$ cat src/rtl/ysyx_24110006_pkg.sv
// Shared definitions for the load/store unit: load-type funct3 codes,
// store mask encodings and the LSU state enum.
// Imported by the LSU top and its alignment helper.
package ysyx_24110006_pkg;

    localparam logic [2:0] LD_LB  = 3'b000;
    localparam logic [2:0] LD_LH  = 3'b001;
    localparam logic [2:0] LD_LW  = 3'b010;
    localparam logic [2:0] LD_LBU = 3'b100;
    localparam logic [2:0] LD_LHU = 3'b101;

    localparam logic [3:0] MASK_B = 4'b0001;
    localparam logic [3:0] MASK_H = 4'b0011;

    typedef enum logic [1:0] {
        LSU_IDLE = 2'd0,
        LSU_REQ  = 2'd1,
        LSU_DONE = 2'd2
    } lsu_state_e;

endpackage

$ cat src/rtl/ysyx_24110006_lsu_align.sv
// Byte-lane alignment for the LSU: store shift, load extract/extend, misalign detect.
// Purely combinational, zero latency.
// No flow control; the caller decides when the outputs are sampled.
module ysyx_24110006_lsu_align
    import ysyx_24110006_pkg::*;
(
    input  logic [1:0]  acc_off_i,
    input  logic        acc_store_i,
    input  logic [3:0]  acc_mask_i,
    input  logic [2:0]  acc_read_t_i,
    input  logic [31:0] st_data_i,
    output logic [31:0] st_data_o,
    output logic [3:0]  st_strb_o,
    output logic        misalign_o,
    input  logic [1:0]  ld_off_i,
    input  logic [2:0]  ld_read_t_i,
    input  logic [31:0] ld_rdata_i,
    output logic [31:0] ld_data_o
);

    logic       is_half;
    logic       is_word;
    logic [7:0]  ld_byte;
    logic [15:0] ld_half;

    // Store side: move data and strobe onto the lanes selected by the low address bits.
    always_comb begin
        st_data_o = st_data_i << {acc_off_i, 3'b000};
        st_strb_o = acc_mask_i << acc_off_i;
    end

    // Access size comes from the mask for stores and from funct3 for loads;
    // unknown encodings fall back to word, matching how they are executed.
    always_comb begin
        is_half = 1'b0;
        is_word = 1'b0;
        if (acc_store_i) begin
            is_half = (acc_mask_i == MASK_H);
            is_word = (acc_mask_i != MASK_H) && (acc_mask_i != MASK_B);
        end else begin
            case (acc_read_t_i)
                LD_LB, LD_LBU: ;
                LD_LH, LD_LHU: is_half = 1'b1;
                default:       is_word = 1'b1;
            endcase
        end
        misalign_o = (is_half && acc_off_i[0]) || (is_word && (acc_off_i != 2'b00));
    end

    // Load side: pick the addressed byte/half, then sign- or zero-extend.
    always_comb begin
        case (ld_off_i)
            2'd0:    ld_byte = ld_rdata_i[7:0];
            2'd1:    ld_byte = ld_rdata_i[15:8];
            2'd2:    ld_byte = ld_rdata_i[23:16];
            default: ld_byte = ld_rdata_i[31:24];
        endcase
        ld_half = ld_off_i[1] ? ld_rdata_i[31:16] : ld_rdata_i[15:0];
        case (ld_read_t_i)
            LD_LB:   ld_data_o = {{24{ld_byte[7]}}, ld_byte};
            LD_LH:   ld_data_o = {{16{ld_half[15]}}, ld_half};
            LD_LBU:  ld_data_o = {24'h0, ld_byte};
            LD_LHU:  ld_data_o = {16'h0, ld_half};
            default: ld_data_o = ld_rdata_i;
        endcase
    end

endmodule

$ cat src/rtl/ysyx_24110006_lsu.sv
// Load/store unit: accepts an execute-stage result, performs at most one bus access, returns write-back data.
// Latency: 1 cycle for ALU/misaligned ops, ack cycle + 1 for memory ops (minimum 2).
// Single outstanding req held until ack; no back-pressure on o_valid.
module ysyx_24110006_lsu
    import ysyx_24110006_pkg::*;
#(
    parameter int ADDR_W = 32,
    parameter int DATA_W = 32
) (
    input  logic              i_clock,
    input  logic              i_reset_n,
    input  logic              i_valid,
    input  logic [DATA_W-1:0] i_result,
    input  logic [DATA_W-1:0] i_wdata,
    input  logic              i_mem_ren,
    input  logic              i_mem_wen,
    input  logic [3:0]        i_mem_wmask,
    input  logic [2:0]        i_mem_read_t,
    output logic              o_mem_req,
    output logic              o_mem_we,
    output logic [ADDR_W-1:0] o_mem_addr,
    output logic [DATA_W-1:0] o_mem_wdata,
    output logic [3:0]        o_mem_wstrb,
    input  logic              i_mem_ack,
    input  logic [DATA_W-1:0] i_mem_rdata,
    input  logic              i_mem_err,
    output logic [DATA_W-1:0] o_wb_data,
    output logic              o_misalign,
    output logic              o_fault,
    output logic              o_valid
);

    lsu_state_e        state_q;
    logic              mem_req_q;
    logic              mem_we_q;
    logic [ADDR_W-1:0] mem_addr_q;
    logic [DATA_W-1:0] mem_wdata_q;
    logic [3:0]        mem_wstrb_q;
    logic [DATA_W-1:0] wb_data_q;
    logic              misalign_q;
    logic              fault_q;
    logic [1:0]        off_q;
    logic [2:0]        read_t_q;
    logic [DATA_W-1:0] result_q;
    logic              load_q;

    logic [DATA_W-1:0] st_data;
    logic [3:0]        st_strb;
    logic              misalign;
    logic [DATA_W-1:0] ld_data;
    logic [DATA_W-1:0] wb_data_d;

    // Store side and misalign check look at the incoming request; load side
    // looks at the registered request so extraction lines up with the ack.
    ysyx_24110006_lsu_align u_align (
        .acc_off_i    (i_result[1:0]),
        .acc_store_i  (i_mem_wen),
        .acc_mask_i   (i_mem_wmask),
        .acc_read_t_i (i_mem_read_t),
        .st_data_i    (i_wdata),
        .st_data_o    (st_data),
        .st_strb_o    (st_strb),
        .misalign_o   (misalign),
        .ld_off_i     (off_q),
        .ld_read_t_i  (read_t_q),
        .ld_rdata_i   (i_mem_rdata),
        .ld_data_o    (ld_data)
    );

    // Write-back value at ack: extended load data (zero on error) or the ALU result for stores.
    always_comb begin
        wb_data_d = result_q;
        if (load_q) begin
            wb_data_d = i_mem_err ? '0 : ld_data;
        end
    end

    // Control FSM; every bus and write-back output is a register updated here.
    always_ff @(posedge i_clock) begin
        if (!i_reset_n) begin
            state_q     <= LSU_IDLE;
            mem_req_q   <= 1'b0;
            mem_we_q    <= 1'b0;
            mem_addr_q  <= '0;
            mem_wdata_q <= '0;
            mem_wstrb_q <= '0;
            wb_data_q   <= '0;
            misalign_q  <= 1'b0;
            fault_q     <= 1'b0;
            off_q       <= '0;
            read_t_q    <= '0;
            result_q    <= '0;
            load_q      <= 1'b0;
        end else begin
            case (state_q)
                LSU_IDLE: begin
                    if (i_valid) begin
                        off_q      <= i_result[1:0];
                        read_t_q   <= i_mem_read_t;
                        result_q   <= i_result;
                        load_q     <= i_mem_ren && !i_mem_wen;
                        misalign_q <= 1'b0;
                        fault_q    <= 1'b0;
                        if (!i_mem_ren && !i_mem_wen) begin
                            wb_data_q <= i_result;
                            state_q   <= LSU_DONE;
                        end else if (misalign) begin
                            misalign_q <= 1'b1;
                            wb_data_q  <= i_mem_wen ? i_result : '0;
                            state_q    <= LSU_DONE;
                        end else begin
                            mem_req_q   <= 1'b1;
                            mem_we_q    <= i_mem_wen;
                            mem_addr_q  <= {i_result[ADDR_W-1:2], 2'b00};
                            mem_wdata_q <= i_mem_wen ? st_data : '0;
                            mem_wstrb_q <= i_mem_wen ? st_strb : 4'b0000;
                            state_q     <= LSU_REQ;
                        end
                    end
                end
                LSU_REQ: begin
                    if (i_mem_ack) begin
                        mem_req_q <= 1'b0;
                        fault_q   <= i_mem_err;
                        wb_data_q <= wb_data_d;
                        state_q   <= LSU_DONE;
                    end
                end
                default: begin
                    state_q <= LSU_IDLE;
                end
            endcase
        end
    end

    assign o_mem_req   = mem_req_q;
    assign o_mem_we    = mem_we_q;
    assign o_mem_addr  = mem_addr_q;
    assign o_mem_wdata = mem_wdata_q;
    assign o_mem_wstrb = mem_wstrb_q;
    assign o_wb_data   = wb_data_q;
    assign o_misalign  = misalign_q;
    assign o_fault     = fault_q;
    assign o_valid     = (state_q == LSU_DONE);

endmodule

$ cat config.mk
export PLATFORM = sky130hd
export DESIGN_NAME = ysyx_24110006_lsu
export DESIGN_NICKNAME = d
export VERILOG_FILES = /design/src/rtl/ysyx_24110006_pkg.sv /design/src/rtl/ysyx_24110006_lsu_align.sv /design/src/rtl/ysyx_24110006_lsu.sv
export SDC_FILE = /design/constraint.sdc
export NUM_CORES = 1
export LEC_CHECK = 0
export CELL_PAD_IN_SITES_DETAIL_PLACEMENT = 1
export CELL_PAD_IN_SITES_GLOBAL_PLACEMENT = 1
export CORE_UTILIZATION = 31
export CTS_CLUSTER_SIZE = 10
export DETAILED_ROUTE_END_ITERATION = 10
export GPL_ROUTABILITY_DRIVEN = 0
export MAX_ROUTING_LAYER = met4
export PLACE_DENSITY = 0.84
export SYNTH_ARGS = -nofsm -noshare
export SYNTH_HDL_FRONTEND = slang
export SYNTH_HIERARCHICAL = 1
export SYNTH_SLANG_ARGS = --single-unit
$ cat constraint.sdc
create_clock -name i_clock -period 2.3 [get_ports i_clock]
set_clock_uncertainty 0.15 [all_clocks]
set_input_delay 0.345 -clock i_clock [delete_from_list [all_inputs] [get_ports i_clock]]
set_output_delay 0.345 -clock i_clock [all_outputs]
set_load 0.05 [all_outputs]
==> flow_metrics.tcl, run 1 <==
set metrics [dict create \
    status "finished clean" \
    drc 0 \
    ios 215 \
    crit_arrival_ns 2.37 \
    synth-simple-area-share_pct 21.60 \
    worst_slew_pin_slew_ns 0.5718 \
    dp_hpwl_um 20010 \
    start_kind "primary input" \
    synth_top_family_by_area "compound AO/OA/AOI/OAI gates" \
    tns_ns 0 \
    worstHoldPathCells 3 \
    initial_utilization_pct 31.97 \
    synth_area_leaders "dfxtp_1 38%, nand2_1 11%, a21oi_1 7.1%, a21boi_0 6.1%, a21o_1 4.9%" \
    final_antenna_net_count 0 \
    cp_data_required_time_ns 2.45 \
    max_freq_mhz 449.9 \
    drv_cap 0 \
    synth_xor_area_share_pct 0 \
    avgSynthCellArea_um2 7.745 \
    crit_path_end_kind "flip-flop" \
    p_leak_nw 4.114 \
    syn_to_final_growth_pct 43.94 \
    power.density_nw_per_um2 679.0 \
    fin_crit_sh_pct 96.65 \
    cts_made_buffers 17 \
    vias 7654 \
    synth_cell_types 48 \
    nFillCells 2741 \
    routedWlPerCell_um 18.91 \
    grt_pass1_vias 7854 \
    antenna_found_initial 1 \
    peakVddDrop_mv 0.3897 \
    cpPeakStageDelay_ns 0.55 \
    yosysTopAreaCellShare_pct 38.25 \
    yosys_most_used_dff "dfxtp_1" \
    whs_ns 0.2604 \
    layout-drive-gt1-share_pct 8.902 \
    dieHeight_um 155.7 \
    whs_endpoint "o_wb_data[27]" \
    worst_slew_margin_rel_pct 61.80 \
    rows 55 \
    yosysTopAreaCell "dfxtp_1" \
    root_buffer "clkbuf_16" \
    setup_viol 0 \
    fin_crit_ns 2.223 \
    reg2reg_to "o_wb_data[11]" \
    crit_type "primary input to flip-flop" \
    hp-start "i_reset_n" \
    grt_pass1_wl_um 43470 \
    synth_edf_count 0 \
    drtPass1Iterations 5 \
    clockBufferDepth 2 \
    async_flop_share_pct 0 \
    netlist_area_um2 7327 \
    synth_compound_area_share_pct 31.22 \
    synth_mux_area_share_pct 3.347 \
    cp_top_family "simple AND/OR/NAND/NOR gates" \
    rsz0062_at_grt "no" \
    worstPathCellList "clkdlybuf4s50_1, nor4bb_2, a211oi_1, buf_4, or3_2, buf_12, nand2_1, a21boi_0" \
    die_area_um2 24250 \
    via_per_inst 5.203 \
    ys_ff_latch 140 \
    grt_max_degree 48 \
    syn_inst 946 \
    grt_overflow_total 0 \
    wirelength_um 27820 \
    final_max_slew_viol_count 0 \
    num-nets-final 1254 \
    seq_area_frac_synth_pct 38.25 \
    rr_worst_depth 8 \
    clkSinkCount 140 \
    clkLatencyLatePin_ns 0.42 \
    grt_use_total_pct 23.85 \
    drt_iter0_drc 469 \
    cts_tree "done" \
    synth_fa_ha_area_share_pct 0 \
    htreeDepth 4 \
    core_area_um2 22920 \
    finalHoldViolations 0 \
    hp-class "primary input to flip-flop" \
    cp_num_buf_inv 3 \
    slowest_stage "or3_2" \
    place.port_buffers 212 \
    crit_fanout 27 \
    hold_buffers 0 \
    r2r-start "result_q[1]" \
    reg2reg_slack_ns 0.17 \
    path_clk_slew_ns 0.07 \
    die_w_um 155.7 \
    yosys_warnings 6 \
]
[registers in the layout (all words and copies together) (netlist names)]
register,cells
o_misalign,1
o_mem_addr,30
state_q,2
o_fault,1
off_q,1
o_mem_req,1
o_wb_data,32
result_q,31
o_mem_we,1
o_mem_wdata,32
o_mem_wstrb,4
read_t_q,3
load_q,1
[stage by stage]
step / std cells / instance area (µm²) / power [mW] / setup WS, ns / util [%]
global placement: 1438 / 9985 / 4.556 / -0.3017 / 43.57
finish: 1471 / 10550 / 7.161 / 0.07708 / 46.02
detailed placement: 1438 / 9985 / 4.595 / -0.4050 / 43.57
CTS: 1470 / 10530 / 7.203 / 0.03053 / 45.95
global route: 1471 / 10550 / 7.474 / 0.01121 / 46.02
floorplan: 947 / 7332 / 3.821 / 0.1662 / -
[synth_stat cells (2+ instances only)]
| cell type | instances |
|---|---|
| nand2_1 | 214 |
| dfxtp_1 | 140 |
| a21oi_1 | 104 |
| clkbuf_1 | 63 |
| a21boi_0 | 60 |
| nor2b_1 | 49 |
| a21o_1 | 48 |
| a21boi_1 | 45 |
| nand3_1 | 37 |
| o31ai_1 | 32 |
| mux2i_1 | 20 |
| nor2_1 | 18 |
| buf_2 | 15 |
| a211oi_1 | 11 |
| and2_1 | 11 |
| o21ai_0 | 10 |
| buf_1 | 8 |
| nand2b_1 | 8 |
| a22oi_1 | 7 |
| o21ai_1 | 7 |
| a221o_1 | 6 |
| inv_1 | 3 |
| buf_4 | 2 |
| buf_6 | 2 |
| nand3b_1 | 2 |
| o22ai_1 | 2 |
[layout make-up]
type                       count  area [µm²]  share of cell area, %
timing repair buffer         269        2640                  25.03
multi-input combinational    713        4153                  39.38
inverter                       3       11.26                 0.1068
tap                          313       391.6                  3.713
clock inverter                14       106.4                  1.008
sequential                   140        2803                  26.57
antenna                        1       2.502                0.02373
clock buffer                  18       439.2                  4.164
[per-layer routing]
metal / global-route usage [%] / vias up / share of wire, %
met5: - / - / 0
met1: 29.12 / 3719 / 45
li1: - / 3667 / -
met2: 38.67 / 213 / 48
met4: 10.04 / 0 / 2.9
met3: 4.250 / 55 / 4.8
[where the power goes]
group / internal, mW / switching (mW)
clock network: 1.42 / 1.17
registers: 2.57 / 0.0873
logic: 0.774 / 1.13
total: 4.77 / 2.39
[cell families (layout without fill, tap and decap cells)]
family | Yosys count | count (layout)
buffers and inverters | 94 | 304
DFF | 140 | 140
and+or+nand+nor | 348 | 348
muxes | 23 | 23
AOI/OAI and AO/OA | 340 | 340
other | 1 | 3
[tightest hold or removal path, stage by stage]
cell and delay (ns):
buf_4 0.26, o31ai_1 0.12, a21oi_1 0.05
[placed cells by master, fill, tap and decap left out, types with 8 or more instances in the layout]
master and count:
a21boi_0 60, a21oi_1 104, buf_4 50, mux2i_1 20, o31ai_1 32, clkbuf_16 17
a211oi_1 11, clkdlybuf4s50_1 210, nand3_1 37, o21ai_0 10, a21boi_1 45, nor2b_1 47
nand2_1 214, dfxtp_1 140, nand2b_1 8, nor2_1 18, and2_1 11, a21o_1 48
[repair_timing]
item                                    in CTS  in global routing
endpoints found under the setup margin       0                 17
buffers inserted                             0                  0
resized for setup                            0                  3
[worst max path at each step]
stage	from	to	slack (ns)	cells after the start
floorplan	i_result[1]	o_wb_data[0]	0.17	8
global placement	i_mem_wen	o_mem_addr[10]	-0.30	8
detailed placement	i_mem_wen	o_mem_addr[31]	-0.40	8
CTS	i_mem_wen	o_mem_addr[31]	0.03	8
global route	i_result[0]	o_mem_wdata[16]	0.01	9
finish	i_mem_wen	o_mem_addr[31]	0.08	8
Note: power is estimated with default switching activity, not from simulation.
==> run 2: changes to the inputs <==
==> constraint.sdc (replaced) <==
create_clock -name i_clock -period 2.3 [get_ports i_clock]
set_clock_uncertainty 0.15 [all_clocks]
set_input_delay 0.46 -clock i_clock [delete_from_list [all_inputs] [get_ports i_clock]]
set_output_delay 0.46 -clock i_clock [all_outputs]
set_load 0.05 [all_outputs]
==> flow_metrics.tcl, run 2 (same netlist as run 1, synthesis figures left out) <==
set metrics [dict create \
    critPathMostFrequentCell "buf_4" \
    grt_pass1_vias 7812 \
    p_leak_nw 4.179 \
    drc 0 \
    num-nets-final 1257 \
    dieHeight_um 155.7 \
    clkLatencyLatePin_ns 0.42 \
    peakVddDrop_mv 0.4426 \
    worstHoldPathCells 2 \
    max_freq_mhz 437.4 \
    start_kind "primary input" \
    die_w_um 155.7 \
    routedWlPerCell_um 19.17 \
    grt_use_total_pct 23.91 \
    status "finished clean" \
    worst_slew_pin_slew_ns 0.5791 \
    initial_utilization_pct 31.97 \
    root_buffer "clkbuf_16" \
    crit_type "primary input to flip-flop" \
    place.port_buffers 212 \
    drtPass1Iterations 4 \
    drv_cap 0 \
    hp-class "flip-flop to flip-flop" \
    final_max_slew_viol_count 0 \
    cts_tree "done" \
    place_area_um2 9985 \
    die_area_um2 24250 \
    final_antenna_net_count 0 \
    finalHoldViolations 0 \
    htreeDepth 4 \
    crit_path_end_kind "flip-flop" \
    seq_area_um2 2803 \
    power.density_nw_per_um2 685.1 \
    reg2reg_slack_ns 0.14 \
    layout_common_cells "214 x nand2_1, 208 x clkdlybuf4s50_1, 140 x dfxtp_1" \
    rows 55 \
    syn_to_final_growth_pct 45.25 \
    multi_input_area_um2 4185 \
    hp-start "o_mem_wdata[25]" \
    crit_fanout 26 \
    drt_iter0_drc 379 \
    whs_endpoint "o_mem_wdata[25]" \
    layout-drive-gt1-share_pct 9.154 \
    slowest_stage "clkdlybuf4s50_1" \
    dp_hpwl_um 20120 \
    setup_viol 0 \
    grt_max_degree 54 \
    cpPeakStageDelay_ns 0.52 \
    grt_pass1_wl_um 43770 \
    final_cells 1473 \
    cp_num_buf_inv 4 \
    layout_commonest_cell "nand2_1" \
    nFillCells 2748 \
    core_area_um2 22920 \
    grt_overflow_total 0 \
    vias 7733 \
    ios 215 \
    finalPower_mw 7.291 \
    fin_ws_ns 0.01360 \
    worst_slew_margin_rel_pct 61.27 \
    clkSinkCount 140 \
    fin_crit_sh_pct 99.41 \
    cp_top_family "buffers and inverters" \
    fin_util_pct 46.44 \
    reg2reg_to "o_wb_data[12]" \
    place_ws_ns -0.5619 \
    crit_arrival_ns 2.48 \
    design_area_um2 10640 \
    dp_cells 1438 \
    rr_worst_depth 8 \
    hold_buffers 0 \
    fin_crit_ns 2.286 \
    r2r-start "result_q[1]" \
    antenna_found_initial 2 \
    wirelength_um 28240 \
    clockBufferDepth 2 \
    path_clk_slew_ns 0.06 \
    cp_data_required_time_ns 2.49 \
    via_per_inst 5.250 \
    cts_made_buffers 17 \
    worstPathCellList "clkdlybuf4s50_1, or3b_4, buf_4, nor3_4, buf_4, clkbuf_16, nand3_1, a21boi_1" \
]
[run 2: changes by cell type in the layout (fill, tap and decap cells not counted), moves of 2 or more]
cell / previous run / this run
a211oi_1: 11 / 9
bufinv_16: 0 / 2
dlymetal6s2s_1: 0 / 2
clkdlybuf4s50_1: 210 / 208
buf_4: 50 / 53
inv_6: 6 / 0
[run 2: timing repair]
action                                  CTS  global route
buffers inserted                          0             2
cloned                                    0             1
endpoints found under the hold margin     0             0
resized for setup                         2             8
pin swaps                                 0             3
endpoints found under the setup margin   99           102
[run 2: how the worst max path moves through the flow]
stage / endpoint / slack (ns) / cells after the start / from
2_1_floorplan: o_wb_data[0] / 0.05 / 8 / i_result[1]
3_3_place_gp: o_wb_data[7] / -0.53 / 7 / i_result[0]
3_5_place_dp: o_mem_addr[29] / -0.56 / 7 / i_result[0]
4_1_cts: o_mem_addr[29] / 0.004 / 7 / i_mem_wen
5_1_grt: o_mem_wdata[13] / -0.02 / 8 / i_valid
6_report: o_mem_wdata[18] / 0.01 / 8 / i_valid
[run 2: final cells by class]
type / count / share of cell area (%)
Multi-Input combinational cell: 713 / 39.33
Sequential cell: 140 / 26.33
Timing Repair Buffer: 272 / 25.19
Clock buffer: 19 / 4.162
Tap cell: 313 / 3.680
Clock inverter: 11 / 1.152
Inverter: 3 / 0.1058
Antenna cell: 2 / 0.04703
[run 2: power by group]
part | total, mW | leakage, nW | internal, mW | switching [mW]
combinational | 1.92 | 2.77 | 0.786 | 1.14
sequential | 2.67 | 1.14 | 2.58 | 0.0924
clock | 2.70 | 0.267 | 1.61 | 1.09
total | 7.29 | 4.18 | 4.97 | 2.32
[run 2: metal layers]
layer	up-vias	wire, µm	track usage, %
li1	3665	-	-
met1	3810	12530	29.28
met2	213	13600	38.91
met3	45	1342	4.111
met4	0	771	9.757
met5	-	0	-
[run 2: through the flow]
step	hold slack (ns)	setup TNS, ns
4_1_cts	0.3001	0
3_5_place_dp	0.2945	-51.47
6_report	0.2987	0
5_1_grt	0.3241	-0.08841
3_3_place_gp	0.2869	-49.59
2_1_floorplan	0.2889	0
[run 2: worst min-delay path, stage by stage, from the launching register on]
cell and delay (ns):
dfxtp_1 0.30, nand2_1 0.05, a21boi_1 0.05
